**src/rtl/vsc8541_smi_init_seq.sv**
```systemverilog
// ============================================================================
// vsc8541_smi_init_seq : table-driven SMI write / read-compare init sequencer
// Rev 1.0 - initial release
// ============================================================================
`default_nettype none

module vsc8541_smi_init_seq #(
  parameter logic [4:0] PHY_ADDR    = 5'h00,
  parameter int         NUM_CMDS    = 8,
  parameter int         WAIT_CYCLES = 1000,
  parameter int         FRAME_MDC   = 34,
  parameter int         TIMEOUT_MDC = 64
) (
  input  logic        clk,
  input  logic        i_reset_n,
  input  logic        i_mdc,
  input  logic        i_start,
  output logic [7:0]  o_cmd_idx,
  input  logic [21:0] i_cmd,
  output logic        o_smi_en,
  output logic        o_smi_mode,
  output logic [4:0]  o_smi_phy_addr,
  output logic [4:0]  o_smi_reg_addr,
  output logic [15:0] o_smi_data,
  input  logic        i_smi_dv,
  input  logic [15:0] i_smi_data,
  output logic        o_busy,
  output logic        o_done,
  output logic        o_error,
  output logic [7:0]  o_err_idx,
  output logic [1:0]  o_err_code
);

  localparam int WW   = (WAIT_CYCLES > 1) ? $clog2(WAIT_CYCLES + 1) : 1;
  localparam int EMAX = (FRAME_MDC > TIMEOUT_MDC) ? FRAME_MDC : TIMEOUT_MDC;
  localparam int EW   = $clog2(EMAX + 1);

  localparam logic [WW-1:0] WAIT_LOAD    = WW'(WAIT_CYCLES);
  localparam logic [EW-1:0] FRAME_LAST   = EW'(FRAME_MDC - 1);
  localparam logic [EW-1:0] TIMEOUT_LAST = EW'(TIMEOUT_MDC - 1);
  localparam logic [7:0]    LAST_IDX     = 8'(NUM_CMDS - 1);

  typedef enum logic [2:0] {
    S_IDLE, S_WAIT, S_FETCH, S_ISSUE, S_XFER, S_NEXT, S_FINISH, S_ERR
  } state_t;

  state_t        state;
  logic [WW-1:0] wait_cnt;
  logic [EW-1:0] edge_cnt;
  logic          fetch_2nd;
  logic          is_read;
  logic          mdc_q;
  logic          mdc_rise;

  assign mdc_rise = i_mdc & ~mdc_q;

  always_ff @(posedge clk) begin
    if (!i_reset_n) begin
      state          <= S_IDLE;
      wait_cnt       <= '0;
      edge_cnt       <= '0;
      fetch_2nd      <= 1'b0;
      is_read        <= 1'b0;
      mdc_q          <= 1'b0;
      o_cmd_idx      <= '0;
      o_smi_en       <= 1'b0;
      o_smi_mode     <= 1'b0;
      o_smi_phy_addr <= '0;
      o_smi_reg_addr <= '0;
      o_smi_data     <= '0;
      o_busy         <= 1'b0;
      o_done         <= 1'b0;
      o_error        <= 1'b0;
      o_err_idx      <= '0;
      o_err_code     <= '0;
    end else begin
      mdc_q    <= i_mdc;
      o_smi_en <= 1'b0;
      case (state)
        S_IDLE: begin
          if (i_start) begin
            o_done     <= 1'b0;
            o_error    <= 1'b0;
            o_err_idx  <= '0;
            o_err_code <= '0;
            o_cmd_idx  <= '0;
            wait_cnt   <= WAIT_LOAD;
            o_busy     <= 1'b1;
            state      <= S_WAIT;
          end
        end
        // A load of 0 or 1 both leave after a single cycle.
        S_WAIT: begin
          if (wait_cnt <= WW'(1)) begin
            fetch_2nd <= 1'b0;
            state     <= S_FETCH;
          end else begin
            wait_cnt <= wait_cnt - WW'(1);
          end
        end
        // First cycle lets a registered ROM catch up with o_cmd_idx.
        S_FETCH: begin
          if (fetch_2nd) begin
            is_read        <= i_cmd[21];
            o_smi_mode     <= ~i_cmd[21];
            o_smi_phy_addr <= PHY_ADDR;
            o_smi_reg_addr <= i_cmd[20:16];
            o_smi_data     <= i_cmd[15:0];
            o_smi_en       <= 1'b1;
            state          <= S_ISSUE;
          end else begin
            fetch_2nd <= 1'b1;
          end
        end
        S_ISSUE: begin
          edge_cnt <= '0;
          state    <= S_XFER;
        end
        // Read data beats the timeout edge when both land together.
        S_XFER: begin
          if (is_read) begin
            if (i_smi_dv) begin
              if (i_smi_data == o_smi_data) begin
                state <= S_NEXT;
              end else begin
                o_err_code <= 2'b01;
                state      <= S_ERR;
              end
            end else if (mdc_rise) begin
              if (edge_cnt == TIMEOUT_LAST) begin
                o_err_code <= 2'b10;
                state      <= S_ERR;
              end else begin
                edge_cnt <= edge_cnt + EW'(1);
              end
            end
          end else if (mdc_rise) begin
            if (edge_cnt == FRAME_LAST) begin
              state <= S_NEXT;
            end else begin
              edge_cnt <= edge_cnt + EW'(1);
            end
          end
        end
        S_NEXT: begin
          if (o_cmd_idx == LAST_IDX) begin
            state <= S_FINISH;
          end else begin
            o_cmd_idx <= o_cmd_idx + 8'd1;
            fetch_2nd <= 1'b0;
            state     <= S_FETCH;
          end
        end
        S_FINISH: begin
          o_done <= 1'b1;
          o_busy <= 1'b0;
          state  <= S_IDLE;
        end
        S_ERR: begin
          o_error   <= 1'b1;
          o_err_idx <= o_cmd_idx;
          o_busy    <= 1'b0;
          state     <= S_IDLE;
        end
        default: begin
          o_busy <= 1'b0;
          state  <= S_IDLE;
        end
      endcase
    end
  end

endmodule

`default_nettype wire

```
**config.mk**
```make
export PLATFORM = sky130hd
export DESIGN_NAME = vsc8541_smi_init_seq
export DESIGN_NICKNAME = d
export VERILOG_FILES = /design/src/rtl/vsc8541_smi_init_seq.sv
export SDC_FILE = /design/constraint.sdc
export NUM_CORES = 1
export LEC_CHECK = 0
export CAP_MARGIN = 20
export CORE_MARGIN = 10
export CORE_UTILIZATION = 50
export DETAILED_ROUTE_END_ITERATION = 10
export HOLD_SLACK_MARGIN = 0.15
export PLACE_DENSITY = 0.95
export SYNTH_ARGS = -nofsm -noshare
export SYNTH_HDL_FRONTEND = slang
export SYNTH_SLANG_ARGS = --single-unit
```
**constraint.sdc**
```tcl
create_clock -name clk -period 3.2 [get_ports clk]
set_input_delay 0.32 -clock clk [delete_from_list [all_inputs] [get_ports clk]]
set_output_delay 0.32 -clock clk [all_outputs]
set_load 0.02 [all_outputs]
```
; After elaboration in Yosys (flattened, before gate mapping)
; Index checks and enable logic that the tools add are counted.
; Widths: inputs -> output; s select.
[totals]
out_inout_bits = 49
inputBits = 43
ff_bits = 67
wordCells = 113
[classes]
n_bitwise = 3
n_reduce_logical = 21
n_mux = 42
n_addsub = 3
order_cmp = 1
eq_ne = 27
[op_table]
columns = operator, count
row1 = $mux 7, 6
row2 = $pmux 8 s2, 2
row3 = $mux 3, 10
row4 = $ne 3x3->1 const B, 8
row5 = $pmux 3 s7, 1
row6 = $mux 10, 2
row7 = $pmux 10 s2, 1
row8 = $eq 16x16->1, 1
row9 = $mux 8, 2
row10 = $eq 7x6->1 const B, 2
row11 = $mux 2, 7
row12 = $ne 2x2->1 const B, 7
row13 = $pmux 7 s2, 1
row14 = $reduce_bool 2->1, 7
row15 = $eq 3x3->1 const B, 4
row16 = $le 10x1->1 const B, 1
row17 = $reduce_and 2->1, 5
row18 = $sub 10x1->10 const B, 1
row19 = $reduce_and 3->1, 3
row20 = $add 8x1->8 const B, 1
row21 = $eq 8x3->1 const B, 1
row22 = $add 7x1->7 const B, 1
row23 = $reduce_and 7->1, 1
row24 = $eq 3x2->1 const B, 2
row25 = other kinds (13), 20

; Depth between registers and ports, before layout
[depth]
word_depth = 6
mapped_depth = 8
ltp_nobuf = 7

; Worst setup path after synthesis
; No wires, ideal clock.
[synth_timing]
path_kind = reg-to-reg
start = register wait_cnt[4]
end = register state[1]
t_required_ps = 3140
n_path_buf = 1
slack_ps = 1136
period_less_slack_ps = 2064
arrival_time_ps = 2004
path_stages_with_launch = 7
cell_sequence = dfxtp_1 or4_4 o41a_1 buf_6 and2_4 o32ai_2 o311a_1
[synth_between]
elab_chain_len = 3
[synth_lines]
columns = item, line_no
row1 = start: declaration, 48  ; logic [WW-1:0] wait_cnt;
row2 = start signal: assignment, 98  ; wait_cnt <= wait_cnt - WW'(1);
row3 = $le 10x1->1, 94  ; if (wait_cnt <= WW'(1)) begin
row4 = $ne 2x2->1 (no line), -
row5 = $reduce_and 7->1 (no line), -
row6 = end signal: assignment, 89  ; state <= S_WAIT;
row7 = end signal: assignment, 96  ; state <= S_FETCH;
row8 = end signal: assignment, 110  ; state <= S_ISSUE;
row9 = end: declaration, 47  ; state_t state;
; Every way passes these cells.
; A chain may end at the register's enable or synchronous reset.

; Worst setup path after layout
[layout_timing]
start = register state[2]
end = register edge_cnt[1]
[layout_between]
elab_chain_len = 3
[layout_lines]
columns = item, line_no
row1 = start signal: assignment, 59  ; state <= S_IDLE;
row2 = start signal: assignment, 89
row3 = start signal: assignment, 96
row4 = $eq 3x3->1 / $eq 3x2->1 (equally long branches), 79  ; case (state)
row5 = "$ne 3x3->1 (no line), or another cell as far along", -
row6 = $reduce_and 5->1 (no line), -
row7 = end signal: assignment, 134  ; edge_cnt <= edge_cnt + EW'(1);
row8 = end signal: assignment, 141  ; edge_cnt <= edge_cnt + EW'(1);
row9 = end: declaration, 49  ; logic [EW-1:0] edge_cnt;
; Parallel ways exist; a longest one is shown, timed or not.

==> results.sh <==
export IMPL_critPathCaptureType="flop"
export IMPL_critPathLaunchType="flop"
export IMPL_initial_utilization=0.520
export IMPL_die_area_um2=9790
export IMPL_crit_type="flop to flop"
export IMPL_final_max_slew_viol_count=0
export IMPL_drt_drc_violations_left=0
export IMPL_syn_avg_cell_area_um2=8.45
export IMPL_fmax_mhz=428
export IMPL_fin_skew_ns=0.00983
export IMPL_grt_pass1_vias=3005
export IMPL_grt_setup_unrepaired="no"
export IMPL_grt_usage=0.175
export IMPL_cts_tree="built"
export IMPL_syn_area_um2=3120
export IMPL_cts_resized=0
export IMPL_gp_congestion=0.890
export IMPL_ctsHoldBuffers=0
export IMPL_drive_gt1_frac=0.0549
export IMPL_setup_ws_ns=0.861
export IMPL_power_density_nw_per_um2=562
export IMPL_fill_cells=420
export IMPL_startpoint="state[2]"
export IMPL_via_per_inst=5.66
export IMPL_grt_overflow=0
export IMPL_reg2reg_depth=4
export IMPL_clockRootBuffer="clkbuf_8"
export IMPL_drv_cap=0
export IMPL_crit_arrival_ns=2.56
export IMPL_mostFrequentLayoutCell="clkdlybuf4s50_1"
export IMPL_antenna_found_initial=0
export IMPL_drt_iter0_drc=229
export IMPL_syn2layout_area_growth_pct=34.8
export IMPL_clock_latency_ns=0.35
export IMPL_crit_fanout=15
export IMPL_place_ws_ns=0.910
export IMPL_cts_htree_levels=3
export IMPL_layout_common_cells="clkdlybuf4s50_1 (86), dfxtp_1 (67), nand2_1 (57), a21oi_1 (37), nor2_1 (29)"
export IMPL_drt_wirelength_per_cell_um=16.7
export IMPL_via_count=3001
export IMPL_hp_class="flop to flop"
export IMPL_async_reset_ff_frac=0
export IMPL_finalSetupTns_ns=0
export IMPL_ff2ff_setup_slack_ns=0.86
export IMPL_synth_edff_count=0
export IMPL_grt_max_degree=26
export IMPL_endpoint="edge_cnt[1]"
export IMPL_dp_hpwl_um=6570
export IMPL_cts_buffer_depth=2
export IMPL_hold_violations=0
export IMPL_core_area_um2=5990
export IMPL_first_pass_iters=5
export IMPL_setup_viol=0
export IMPL_post_route_util=0.702
export IMPL_r2r_start="state[2]"
export IMPL_period_share=0.731
export IMPL_max_slew_worst_pin_slew_ns=0.816
export IMPL_fin_crit_ns=2.34
export IMPL_cts_setup_buffers=0
export IMPL_synthFlopType="dfxtp_1"
export IMPL_drtAntennaViolNets=0
export IMPL_critPathRequiredTime_ns=3.43
export IMPL_yosysWarnings=0
export IMPL_die_h_um=99.0
export IMPL_power_leakage_nw=1.46
export IMPL_ys_ff_latch=67
export IMPL_diodes=0
export IMPL_place_inst=514
export IMPL_cts_sinks=67
export IMPL_fin_nets=498
export IMPL_r2r_end="edge_cnt[1]"
export IMPL_yosysSeqAreaShare=0.430
export IMPL_status="completed"
export IMPL_pin_count=92
export IMPL_cts_made_buffers=9
export IMPL_io_buffers=86
export IMPL_path_clk_slew_ns=0.08
export IMPL_ir_worst_vdd_v=0.000544
export IMPL_wirelength_um=8850
export IMPL_final_cells=530
export IMPL_die_x_um=99.0
export IMPL_synth_cells=369
export IMPL_yosysUniqueCellTypes=56
export IMPL_rows=28
export IMPL_grt_pass1_wl_um=14400
export IMPL_slew_headroom=0.455
==> synth_stat cells (4+ instances only) <==
| cell | count | area (µm²) |
|---|---|---|
| nand4_1 | 8 | 50.1 |
| inv_1 | 4 | 15.0 |
| clkbuf_1 | 16 | 60.1 |
| nor2_1 | 29 | 109 |
| xor2_1 | 10 | 87.6 |
| o31ai_1 | 4 | 30.0 |
| buf_4 | 5 | 37.5 |
| and3_1 | 4 | 25.0 |
| nor3_1 | 7 | 35.0 |
| a21oi_1 | 37 | 185 |
| xnor2_1 | 18 | 158 |
| nand3_1 | 10 | 50.1 |
| a31oi_1 | 4 | 25.0 |
| and2_1 | 5 | 31.3 |
| ha_1 | 5 | 62.6 |
| a22o_1 | 8 | 70.1 |
| or3_1 | 7 | 43.8 |
| o21ai_0 | 8 | 40.0 |
| dfxtp_1 | 67 | 1340 |
| mux2i_1 | 5 | 50.1 |
| nand2_1 | 57 | 214 |
==> worst max-delay path, stage by stage (launching register included) <==
cell,delay (ns)
dfxtp_1,0.62
or3b_1,0.52
o31ai_1,0.70
mux2i_1,0.30
nor2_1,0.08
==> kinds of logic after synthesis <==
| group | synth area share |
|---|---|
| simple gates | 0.230 |
| compound gates | 0.179 |
| flops | 0.430 |
| buf+inv | 0.0450 |
| xor+xnor | 0.0787 |
| fa+ha+maj | 0.0201 |
| mux | 0.0161 |
| other cells | 0.00120 |
==> power by group <==
part | switching [mW] | internal [mW] | total [mW]
Combinational | 0.332 | 0.283 | 0.616
Sequential | 0.113 | 0.908 | 1.02
Clock | 0.352 | 0.371 | 0.724
==> flip-flops by register name, summed over array words and instances, names as in the netlist <==
register / count
o_smi_data: 16
wait_cnt: 10
o_cmd_idx: 8
o_err_idx: 8
edge_cnt: 7
o_smi_reg_addr: 5
state: 3
o_err_code: 2
fetch_2nd: 1
is_read: 1
mdc_q: 1
o_busy: 1
o_done: 1
o_error: 1
o_smi_en: 1
o_smi_mode: 1
==> how the worst min path moves through the flow <==
stage / to / slack, ns / from / depth (start not counted)
final: o_smi_reg_addr[0] / 0.46 / o_smi_reg_addr[0] / 2
after global routing: o_smi_reg_addr[0] / 0.49 / o_smi_reg_addr[0] / 2
after CTS: o_smi_reg_addr[0] / 0.46 / o_smi_reg_addr[0] / 2
after detailed placement: o_smi_reg_addr[0] / 0.45 / o_smi_reg_addr[0] / 2
after global placement: o_smi_reg_addr[3] / 0.44 / o_smi_reg_addr[3] / 2
after floorplan: mdc_q / 0.44 / i_mdc / 1
==> final cells by class <==
class	count	area (µm²)	area share
flip-flops and latches	67	1340	0.319
clock buffers	9	124	0.0295
inverters	7	26.3	0.00625
well taps	75	93.8	0.0223
clock inverters	7	83.8	0.0199
multi-input cells	276	1650	0.393
repair buffers	89	883	0.210
==> metrics by stage <==
step / instance area (µm²) / hold WS [ns] / power (mW)
4_1_cts: 4200 / 0.463 / 2.36
6_report: 4200 / 0.464 / 2.36
3_3_place_gp: 4000 / 0.442 / 1.59
3_5_place_dp: 4000 / 0.451 / 1.63
2_1_floorplan: 3130 / 0.442 / 1.46
5_1_grt: 4200 / 0.491 / 2.49
==> per-layer routing <==
layer / up-vias / share of wire / GRT usage
met5: - / 0 / 0
met1: 1403 / 0.40 / 0.195
li1: 1446 / - / -
met2: 136 / 0.48 / 0.289
met4: 0 / 0.016 / 0.0639
met3: 16 / 0.10 / 0.0754
(Power assumes the default switching activity.)
